[config.mk]
export PLATFORM = sky130hd
export DESIGN_NAME = fclassify_pipe
export DESIGN_NICKNAME = d
export VERILOG_FILES = /design/src/rtl/fclassify_pipe.sv
export SDC_FILE = /design/constraint.sdc
export NUM_CORES = 1
export LEC_CHECK = 0
export BUFFER_PORTS_ARGS = -buffer_cell sky130_fd_sc_hd__buf_2
export CAP_MARGIN = 25
export CORE_MARGIN = 3
export CORE_UTILIZATION = 46
export CTS_BUF_LIST = sky130_fd_sc_hd__clkbuf_8
export CTS_CLUSTER_SIZE = 16
export DETAILED_ROUTE_END_ITERATION = 7
export HOLD_SLACK_MARGIN = 0.08
export PLACE_DENSITY = 0.9
export SLEW_MARGIN = 5
export SYNTH_ARGS = -nofsm -noshare
export SYNTH_HDL_FRONTEND = slang
export SYNTH_SLANG_ARGS = --single-unit
export TNS_END_PERCENT = 1
[constraint.sdc]
create_clock -name clk -period 3.85 [get_ports clk]
set_input_delay 0.1925 -clock clk [delete_from_list [all_inputs] [get_ports clk]]
set_output_delay 0.1925 -clock clk [all_outputs]
set_load 0.02 [all_outputs]
[src/rtl/fclassify_pipe.sv]
// fclassify_pipe: pipelined FP classify for half/single/double/quad operands.
// Define FCLASSIFY_NANBOX_EN to classify improperly NaN-boxed narrow operands as canonical qNaN.
module fclassify_pipe #(
  parameter int XLEN   = 64,
  parameter int FLEN   = 64,
  parameter int STAGES = 2,
  parameter int TAGW   = 5
) (
  input  logic            clk,
  input  logic            reset_n,
  input  logic            Flush,
  input  logic            InValid,
  output logic            InReady,
  input  logic [FLEN-1:0] X,
  input  logic [1:0]      Fmt,
  input  logic [TAGW-1:0] InTag,
  output logic            OutValid,
  input  logic            OutReady,
  output logic [XLEN-1:0] ClassRes,
  output logic            FmtErr,
  output logic [TAGW-1:0] OutTag
);
  logic [127:0] xw;
  logic [7:0] fw;
  logic sgn, e_ones, e_zero, f_zero, f_msb, fmt_err, boxed, acc;
  logic [9:0] cls;
  logic [STAGES-1:0] v_q, v_d, rdy, err_q, err_d;
  logic [STAGES-1:0][XLEN-1:0] res_q, res_d;
  logic [STAGES-1:0][TAGW-1:0] tag_q, tag_d;
  always_comb begin
    xw = 128'(X);
    sgn = 1'b0;
    e_ones = 1'b0;
    e_zero = 1'b0;
    f_zero = 1'b0;
    f_msb = 1'b0;
    fw = 8'd0;
    case (Fmt)
      2'b00: begin
        sgn = xw[31]; e_ones = &xw[30:23]; e_zero = ~|xw[30:23];
        f_zero = ~|xw[22:0]; f_msb = xw[22]; fw = 8'd32;
      end
      2'b01: begin
        sgn = xw[63]; e_ones = &xw[62:52]; e_zero = ~|xw[62:52];
        f_zero = ~|xw[51:0]; f_msb = xw[51]; fw = 8'd64;
      end
      2'b10: begin
        sgn = xw[15]; e_ones = &xw[14:10]; e_zero = ~|xw[14:10];
        f_zero = ~|xw[9:0]; f_msb = xw[9]; fw = 8'd16;
      end
      default: begin
        sgn = xw[127]; e_ones = &xw[126:112]; e_zero = ~|xw[126:112];
        f_zero = ~|xw[111:0]; f_msb = xw[111]; fw = 8'd128;
      end
    endcase
    fmt_err = fw > 8'(FLEN);
  end
`ifdef FCLASSIFY_NANBOX_EN
  logic [127:0] lo_mask, fl_mask;
  // Bits above the format but inside FLEN must all be ones.
  always_comb begin
    lo_mask = (128'd1 << fw) - 128'd1;
    fl_mask = (128'd1 << FLEN) - 128'd1;
    boxed = &(xw | lo_mask | ~fl_mask);
  end
`else
  always_comb boxed = 1'b1;
`endif
  always_comb
    cls = fmt_err ? 10'h000 :
          !boxed  ? 10'h200 :
          e_ones  ? (f_zero ? (sgn ? 10'h001 : 10'h080) : (f_msb ? 10'h200 : 10'h100)) :
          e_zero  ? (f_zero ? (sgn ? 10'h008 : 10'h010) : (sgn ? 10'h004 : 10'h020)) :
                    (sgn ? 10'h002 : 10'h040);
  // A stage can load when it is empty or everything downstream moves.
  always_comb begin
    acc = OutReady;
    rdy = '0;
    for (int i = STAGES - 1; i >= 0; i--) begin
      acc = acc | ~v_q[i];
      rdy[i] = acc;
    end
  end
  always_comb begin
    v_d = v_q;
    res_d = res_q;
    err_d = err_q;
    tag_d = tag_q;
    if (rdy[0]) begin
      v_d[0] = InValid;
      res_d[0] = XLEN'(cls);
      err_d[0] = fmt_err;
      tag_d[0] = InTag;
    end
    for (int i = 1; i < STAGES; i++)
      if (rdy[i]) begin
        v_d[i] = v_q[i-1];
        res_d[i] = res_q[i-1];
        err_d[i] = err_q[i-1];
        tag_d[i] = tag_q[i-1];
      end
    if (Flush) v_d = '0;
  end
  always_ff @(posedge clk)
    if (!reset_n) begin
      v_q <= '0;
      res_q <= '0;
      err_q <= '0;
      tag_q <= '0;
    end else begin
      v_q <= v_d;
      res_q <= res_d;
      err_q <= err_d;
      tag_q <= tag_d;
    end
  assign InReady = rdy[0];
  assign OutValid = v_q[STAGES-1];
  assign ClassRes = res_q[STAGES-1];
  assign FmtErr = err_q[STAGES-1];
  assign OutTag = tag_q[STAGES-1];
endmodule

Yosys cells after proc, flatten, opt, wreduce, memory -nomap -nowiden
Index checks and enable logic that the tools add are counted.
{ "word_totals": {"register_bits": 34, "in_bits": 76, "output_inout_bits": 72, "word_cells": 51} }
{ "op_classes": {"magnitude_cmp": 1, "eq_ne": 2, "n_mux": 16, "bitwise_logic": 5, "n_reduce_logical": 19} }
{ "ops": {"columns": ["cell", "count"], "rows": [
  ["OR reduction 64 bit", 1],
  ["OR reduction 52 bit", 1],
  ["2-to-1 mux 10 bit", 4],
  ["one-hot mux 8 bit (3 select lines)", 1],
  ["OR reduction 23 bit", 1],
  ["one-hot mux 1 bit (3 select lines)", 5],
  ["2-to-1 mux 7 bit", 2],
  ["2-to-1 mux 6 bit", 2],
  ["AND reduction 11 bit", 1],
  ["OR reduction 11 bit", 1],
  ["OR reduction 10 bit", 1],
  ["> comparator 8 x 7 -> 1 bit, second input constant", 1],
  ["2-to-1 mux 8 bit", 1],
  ["AND reduction 8 bit", 1],
  ["OR reduction 8 bit", 1],
  ["logical NOT 1 bit", 7],
  ["2-to-1 mux 5 bit", 1],
  ["AND reduction 5 bit", 1],
  ["OR reduction 5 bit", 1],
  ["NOT 1 bit", 3],
  ["equality test 2 x 1 -> 1 bit, second input constant", 1],
  ["equality test 2 bit, second input constant", 1],
  ["logical NOT 2 bit", 1],
  ["bitwise OR 1 bit", 2],
  ["OR reduction 2 bit", 1]
]} }

Longest topological paths before layout
Gate-level depths: netlist (run 1).
{ "depth": {"ltp_word": 7, "depth_mapped": 9, "ltp_nobuf": 6} }

Worst setup path after synthesis (run 1)
No wires, ideal clock.
{ "synth_path": {"path_type": "register to register", "start": "reg v_q[1]", "end": "reg res_q[2] (netlist name)", "setup_time_ps": 59, "t_arrival_ps": 1689, "t_required_ps": 3791, "setup_slack_ps": 2102, "stages_incl_launch_ff": 9, "n_path_buf": 3, "synth_period_minus_slack_ps": 1748, "path_cell_list": "dfxtp_1 -> nor2b_1 -> buf_2 -> and2_1 -> buf_2 -> inv_1 -> buf_2 -> nor2_1 -> a22o_1"} }
{ "synth_between": {"elab_chain_len": 3} }
{ "synth_lines": {"columns": ["item", "line", "source"], "rows": [
  ["start: declaration", "27", "logic [STAGES-1:0] v_q, v_d, rdy, err_q, err_d;"],
  ["start signal: assignment", "111", "v_q <= v_d;"],
  ["NOT 1 bit", "80", "acc = acc | ~v_q[i];"],
  ["bitwise OR 1 bit (2 in series)", "80", null],
  ["net InReady", "13", "output logic InReady,"],
  ["end signal: assignment", "112", "res_q <= res_d;"],
  ["end: declaration", "28", "logic [STAGES-1:0][XLEN-1:0] res_q, res_d;"]
]} }
The timed path passes the listed nets, and every way through them passes these cells.
A chain may end at the register's enable or synchronous reset.

Worst setup path after layout (run 1)
{ "layout_path": {"start": "reg v_q[1]", "end": "out InReady"} }
{ "layout_between": {"elab_chain_len": 3} }
{ "layout_lines": {"columns": ["item", "line"], "rows": [
  ["NOT 1 bit", "80"],
  ["bitwise OR 1 bit (2 in series)", "80"],
  ["end: declaration", "13"]
]} }
No other way between the ends.

==> out/metrics.yaml, run 1 <==
status: "finished clean"
ant_nets: 0
hold_violations: 0
start_kind: "flip-flop"
drt_pass1_iterations: 4
die_h_um: 73.5
drcViolationCount: 0
ys_warn_count: 0
multi_input_area_um2: 1020
max_freq_mhz: 486
die_w_um: 73.5
ff2ff_setup_slack_ps: 1800
crit_required_ps: 3660
place.detailed.hpwl_um: 4120
area_delta_synth_final_pct: 11.7
avgSynthCellArea_um2: 7.57
grt_use_total_pct: 17.5
worstSetupPathType: "flip-flop to output port"
r2r_end: "res_q[0]"
final.setup.tns_ps: 0
worstSkewPairLatency_ps: 270
io_buffer_count: 93
slew_viol_final: 0
ys_types: 36
cts_root_buffer: "clkbuf_8"
r2r_cells: 6
synth_seq_cells: 34
num_antenna_cells: 0
endpoint_kind: "output port"
avgRoutedWirePerCell_um: 12.5
nets: 426
p_leak_nw: 1.13
vdd_drop_max_mv: 0.129
finalWirelength_um: 4980
die_area_um2: 5400
final_common_cell: "buf_2"
synthCells: 277
rows: 23
finalCritPeriodShare_pct: 53.4
cts_buffers: 5
initial_core_util_pct: 49.9
htreeDepth: 2
grt_pass1_wl_um: 7420
arrival_ps: 1860
final.setup_skew_ps: 5.20
final_cell_mix: "buf_2, nand2_1, conb_1"
timing.rr.start: "v_q[1]"
pin_count: 148
yosysSeqAreaShare_pct: 32.5
layout_min_cycle_time_ps: 2060
fill_cells: 405
final_area_um2: 2340
via_per_inst: 4.75
drt_iter0_drc: 86
hp-class: "input pin to flip-flop"
clkSinkCount: 34
synth_ff_type: "dfxtp_1"
dpl-instance-area_um2: 2260
synth_area_um2: 2100
hold_path_startpoint: "InValid"
slew_headroom_pct: 41.0
grt-ovfl-total: 0
cts_resized: 0
async_reset_ff_share_pct: 0
cts_tree: "yes"
crit_buf_inv: 2
rsz0062_at_grt: "no"
maxCapViolCount: 0
num_vias: 1896
critPathMaxFanout: 15
crit_chain: "nor2b_1 -> and2_1 -> inv_1 -> buf_2"
slowest_stage: "and2_1"
grt_max_degree: 32
drive_above_1_share_pct: 29.2
setup_violations: 0
core_um2: 4200
whs_endpoint: "v_q[0]"
synth_edf_count: 0
worstHoldPathCells: 3
crit_path_max_incr_delay_ps: 480
worst_pin_slew_ps: 885
path_clk_slew_ps: 60
hold_buffers: 0
seqCellArea_um2: 681
post_cts_buffers: 0
clk_path_buf_depth: 2
antenna_found_initial: 0
grt_pass1_vias: 1734
critPathTopFamily: "simple AND/OR/NAND/NOR gates"
power_density_nw_per_um2: 322
gp_congestion: 0.818
## state kept, by name, indices dropped and copies added (netlist names)
register	cells
ClassRes	10
res_q	10
OutTag	5
tag_q	5
err_q	2
v_q	2
## power breakdown
| part | internal, mW | switching (mW) |
|---|---|---|
| Sequential | 0.362 | 0.00506 |
| Clock | 0.137 | 0.107 |
| Combinational | 0.0468 | 0.0968 |
## how the worst max path moves through the flow
stage,from,end,slack [ps],depth (start not counted)
2_1_floorplan,v_q[1],res_q[2],2100,8
3_3_place_gp,v_q[1],res_q[2],1960,5
3_5_place_dp,v_q[1],res_q[0],1860,6
4_1_cts,v_q[1],InReady,1800,4
5_1_grt,v_q[1],res_q[0],1630,6
6_report,v_q[1],InReady,1790,4
## logic make-up after synthesis
family | Yosys count | synth area share (%)
AOI/OAI and AO/OA | 43 | 12.4
buffers and inverters | 86 | 28.2
DFF | 34 | 32.5
muxes | 2 | 0.955
other | 1 | 0.179
and+or+nand+nor | 111 | 25.8
## metal layers
metal / vias to the layer above / track usage (%) / part of all wire, %
met1: 841 / 21.3 / 38
met4: 0 / 6.44 / 1.5
met5: - / 0 / 0
li1: 967 / - / -
met2: 81 / 30.3 / 53
met3: 7 / 3.42 / 8.0
## through the flow
stage | setup WS, ps | instances | hold WS (ps) | utilization (%) | power (mW)
floorplan | 2100 | 330 | 313 | - | 0.510
global placement | 1960 | 393 | 417 | 53.8 | 0.513
detailed placement | 1860 | 393 | 416 | 53.8 | 0.516
CTS | 1800 | 399 | 131 | 55.7 | 0.759
global route | 1630 | 399 | 161 | 55.7 | 0.793
finish | 1790 | 399 | 134 | 55.7 | 0.755
## final cells by class
class,instances,area share (%)
clock buffer,6,3.53
inverter,5,0.802
multi-input combinational,210,43.7
sequential,34,29.1
tap,50,2.67
timing repair buffer,94,20.2
## synth_stat cells (2+ instances only)
master    instances  area [um2]
inv_1             5        18.8
buf_4            70         526
nand4_1           7        43.8
nor2b_1           2        12.5
nand2_1          54         203
nand3_1           6        30.0
mux2i_1           2        20.0
nor2_1           11        41.3
dfxtp_1          34         681
buf_2             4        20.0
o31ai_1           4        30.0
nor3_1            3        15.0
or3_1             2        12.5
a32o_1            2        20.0
clkbuf_1          6        22.5
a211oi_1          2        15.0
nor4_1           13        81.3
a21oi_1          28         140
nand2b_1          5        31.3
## tightest hold or removal path, delay by kind of cell
kind                   cells  cell delay, ps
and+or+nand+nor            2             100
buffers and inverters      1              70
Power figures use the tool's default switching activity.
==> inputs of run 2 (changes only) <==
Settings changed: CORE_UTILIZATION 46 to 42, PLACE_DENSITY 0.9 to 0.83.
Clock period 3.85 ns to 1.9 ns, I/O delays scaled along.
==> out/metrics.yaml, run 2 (synthesis gave the netlist of run 1 again) <==
die_area_um2: 5870
status: "finished clean"
layout_min_cycle_time_ps: 1710
nets: 437
antenna_found_initial: 0
drt_pass1_iterations: 4
drt-met1-wl_um: 1970
routed.top_layer: "met4"
finalWirelength_um: 5000
grt-ovfl-total: 0
clkSinkCount: 34
max_freq_mhz: 584
initial_core_util_pct: 43.8
area_delta_synth_final_pct: 17.8
post_cts_buffers: 0
vdd_drop_max_mv: 0.245
slew_headroom_pct: 61.6
die_w_um: 76.6
io_buffer_count: 93
final_cell_mix: "buf_2, nand2_1, conb_1"
multi_input_area_um2: 1020
maxCapViolCount: 0
place.detailed.hpwl_um: 4010
final.setup_skew_ps: 7.29
avgRoutedWirePerCell_um: 11.6
hp-class: "input pin to flip-flop"
pin_count: 148
start_kind: "flip-flop"
grt_use_total_pct: 16.7
wl_met3_um: 399
critPathTopFamily: "simple AND/OR/NAND/NOR gates"
critPathMaxFanout: 9
die_h_um: 76.6
fin_util_pct: 51.6
wl_met2_um: 2560
drive_above_1_share_pct: 29.8
grt_pass1_wl_um: 8110
power_density_nw_per_um2: 643
worstSetupPathType: "flip-flop to output port"
seqCellArea_um2: 681
arrival_ps: 1620
crit_chain: "nor2b_1 -> and2_1 -> inv_1 -> buf_4 -> buf_2"
crit_path_max_incr_delay_ps: 350
cts_resized: 0
crit_required_ps: 1800
final_area_um2: 2470
rows: 25
via_per_inst: 4.60
crit_buf_inv: 3
htreeDepth: 2
drcViolationCount: 0
clk_path_buf_depth: 2
slew_viol_final: 0
core_um2: 4790
final_common_cell: "buf_2"
cts_buffers: 5
num_vias: 1974
worst_pin_slew_ps: 576
grt_max_degree: 19
slowest_stage: "dfxtp_1"
cts_tree: "yes"
num_antenna_cells: 0
finalCritPeriodShare_pct: 90.2
fill_cells: 468
hold_violations: 0
final.setup.tns_ps: 0
rsz0062_at_grt: "no"
dpl-instance-area_um2: 2320
endpoint_kind: "output port"
gp_congestion: 0.852
ff2ff_setup_slack_ps: 250
cts_root_buffer: "clkbuf_8"
setup_violations: 0
grt_pass1_vias: 1865
path_clk_slew_ps: 60
p_leak_nw: 1.19
drt_iter0_drc: 108
ant_nets: 0
worstSkewPairLatency_ps: 290
-- run 2: cell types whose count changed in the layout (fill, tap and decap cells not counted), sizes merged --
cell         previous run  this run
buf                    94        99
clkinv                  0         1
dlygate4sd3             0         6
inv                     5         6
-- run 2: final cells by class --
cell class | count | area share [%]
sequential | 34 | 27.6
timing repair buffer | 105 | 23.1
inverter | 5 | 0.760
clock inverter | 2 | 0.355
multi-input combinational | 210 | 41.5
clock buffer | 6 | 3.35
tap | 67 | 3.40
-- run 2: worst register-to-register path, stage by stage (launching register included) --
cell and delay [ps]:
dfxtp_1 350, nor2b_1 170, and2_1 330, inv_1 140, nor2_1 380, nand2_1 120
o41ai_1 70
-- run 2: layer usage --
| metal | vias to the layer above | global-route usage, % |
|---|---|---|
| li1 | 994 | - |
| met1 | 877 | 18.8 |
| met2 | 94 | 30.2 |
| met3 | 9 | 4.14 |
| met4 | 0 | 6.16 |
| met5 | - | 0 |
-- run 2: path summary, 6_finish.rpt --
path,to,start,cells past startpoint
hold / removal,v_q[0],Flush,3
hold reg to reg,OutTag[3],OutTag[3],2
setup reg to reg,res_q[0],v_q[1],6
setup / recovery,InReady,v_q[1],5
-- run 2: metrics by stage --
| step | total power, mW | cells | setup slack [ps] | hold WS (ps) |
|---|---|---|---|---|
| after floorplan | 1.03 | 330 | 152 | 216 |
| after global placement | 1.05 | 415 | 247 | 317 |
| after detailed placement | 1.05 | 415 | 235 | 319 |
| after CTS | 1.59 | 429 | 168 | 88.2 |
| after global routing | 1.66 | 429 | 30.1 | 119 |
| final | 1.59 | 429 | 187 | 88.2 |
-- run 2: report_power, final --
group	switching, mW	internal, mW	total (mW)	leakage (nW)
logic	0.199	0.107	0.306	0.861
registers	0.00991	0.733	0.743	0.277
clock network	0.252	0.287	0.538	0.0524
-- run 2: repair_timing --
action	4_1_cts	5_1_grt
endpoints found under the setup margin	0	0
hold endpoints to repair	6	0
hold buffers	6	0
==> inputs of run 3 (changes only) <==
Settings changed: CORE_UTILIZATION 42 to 38, PLACE_DENSITY 0.83 to 0.79.
Clock period 1.9 ns to 1.4 ns, I/O delays scaled along.
==> out/metrics.yaml, run 3 (synthesis gave the netlist of run 1 again) <==
status: "finished clean"
final.setup_skew_ps: 8.36
power_mw: 2.54
timing.rr.start: "v_q[1]"
grt_max_degree: 21
internal_power_mw: 1.88
worstHoldPathCells: 4
setup_violations: 0
final_cells: 451
num_antenna_cells: 0
antenna_found_initial: 0
die_w_um: 80.3
drt_pass1_iterations: 4
rsz0062_at_grt: "no"
vdd_drop_max_mv: 0.399
slowest_stage: "dfxtp_4"
finalWirelength_um: 5440
power_density_nw_per_um2: 925
switching_power_uw: 659
gp_congestion: 0.967
grt_pass1_vias: 1809
core_um2: 5200
final_cell_mix: "buf_2, nand2_1, conb_1"
crit_path_max_incr_delay_ps: 350
via_per_inst: 4.58
grt_use_total_pct: 15.4
cts_tree: "yes"
pwr-share-comb_pct: 18.2
cts_buffers: 5
hold_violations: 0
endpoint_kind: "output port"
num_vias: 2067
drcViolationCount: 0
cts_root_buffer: "clkbuf_8"
final_area_um2: 2750
slew_viol_final: 0
crit_chain: "nor2b_4 -> and2_4 -> inv_2 -> buf_6 -> buf_4"
hold_path_startpoint: "X[15]"
fin_util_pct: 52.8
io_buffer_count: 93
p_seq_share_pct: 39.7
pre_cts_ws_ps: -259
grt_pass1_wl_um: 7960
dp.cells: 433
die_area_um2: 6440
maxCapViolCount: 0
clk_path_buf_depth: 2
nets: 456
arrival_ps: 1280
swShare_pct: 25.9
worstSkewPairLatency_ps: 280
critPathLaunch: "v_q[1]"
r2r_end: "res_q[1]"
max_freq_mhz: 740
avgRoutedWirePerCell_um: 12.1
hp-class: "input pin to flip-flop"
grt-ovfl-total: 0
rows: 26
drt_iter0_drc: 154
final.setup.tns_ps: 0
drive_above_1_share_pct: 36.0
path_clk_slew_ps: 70
finalCritPeriodShare_pct: 96.5
die_h_um: 80.3
htreeDepth: 2
worstSetupPathType: "flip-flop to output port"
start_kind: "flip-flop"
ant_nets: 0
final_common_cell: "buf_2"
layout_min_cycle_time_ps: 1350
worst_hold_slack_ps: 242
whs_endpoint: "res_q[4]"
p_leak_nw: 1.31
place.detailed.hpwl_um: 4270
r2r_cells: 6
dpl-instance-area_um2: 2440
critPathMaxFanout: 6
area_delta_synth_final_pct: 31.0
clkSinkCount: 34
fin_ws_ps: 49.4
ff2ff_setup_slack_ps: 110
pin_count: 148
crit_required_ps: 1330
initial_core_util_pct: 40.3
pwr-share-clk_pct: 42.2
[run 3: changes by cell type in the layout (fill, tap and decap cells not counted), sizes merged]
cell         previous run  this run
dlygate4sd3             6         9
inv                     6         5
clkbuf                  6         5
buf                    99       115
bufinv                  0         2
[run 3: layout make-up]
type / instances / area [um2]
Clock buffer: 5 / 68.8
Clock inverter: 3 / 68.8
Fill cell: 506 / 2460
Inverter: 5 / 18.8
Multi-Input combinational cell: 210 / 1090
Sequential cell: 34 / 684
Tap cell: 70 / 87.6
Timing Repair Buffer: 124 / 727
[run 3: repair_timing]
action,in CTS,in global routing
endpoints found under the setup margin,1,9
buffers inserted,0,1
pin swaps,0,1
endpoints found under the hold margin,7,0
hold buffers,9,0
cloned,0,0
resized for setup,3,11
[run 3: worst max-delay path: cells and delay by family (launching register included)]
| kind | cells | cell delay [ps] |
|---|---|---|
| buffers and inverters | 3 | 330 |
| and+or+nand+nor | 2 | 320 |
| DFF | 1 | 350 |
[run 3: how the worst max path moves through the flow]
stage                    end  slack, ps  depth (start not counted)
CTS                  InReady          1                          5
detailed placement  res_q[4]       -260                          7
finish               InReady         50                          5
global route        res_q[4]          1                          6
global placement    res_q[5]       -190                          6
floorplan           res_q[9]       -100                          8
[run 3: routing by layer]
layer / vias up / part of all wire, % / global-route usage [%]
met3: 6 / 8.5 / 3.36
met5: - / 0 / 0
met2: 108 / 53 / 28.0
met1: 919 / 38 / 17.6
met4: 0 / 1.2 / 5.57
li1: 1034 / - / -
[run 3: power by group through the flow]
stage          Combinational [mW]  Sequential, mW  Clock [mW]
2_1_floorplan               0.375            1.03           0
3_3_place_gp                0.414            1.03           0
3_5_place_dp                0.418            1.03           0
4_1_cts                     0.439            1.01        1.09
5_1_grt                     0.504            1.01        1.13
6_report                    0.462            1.01        1.07
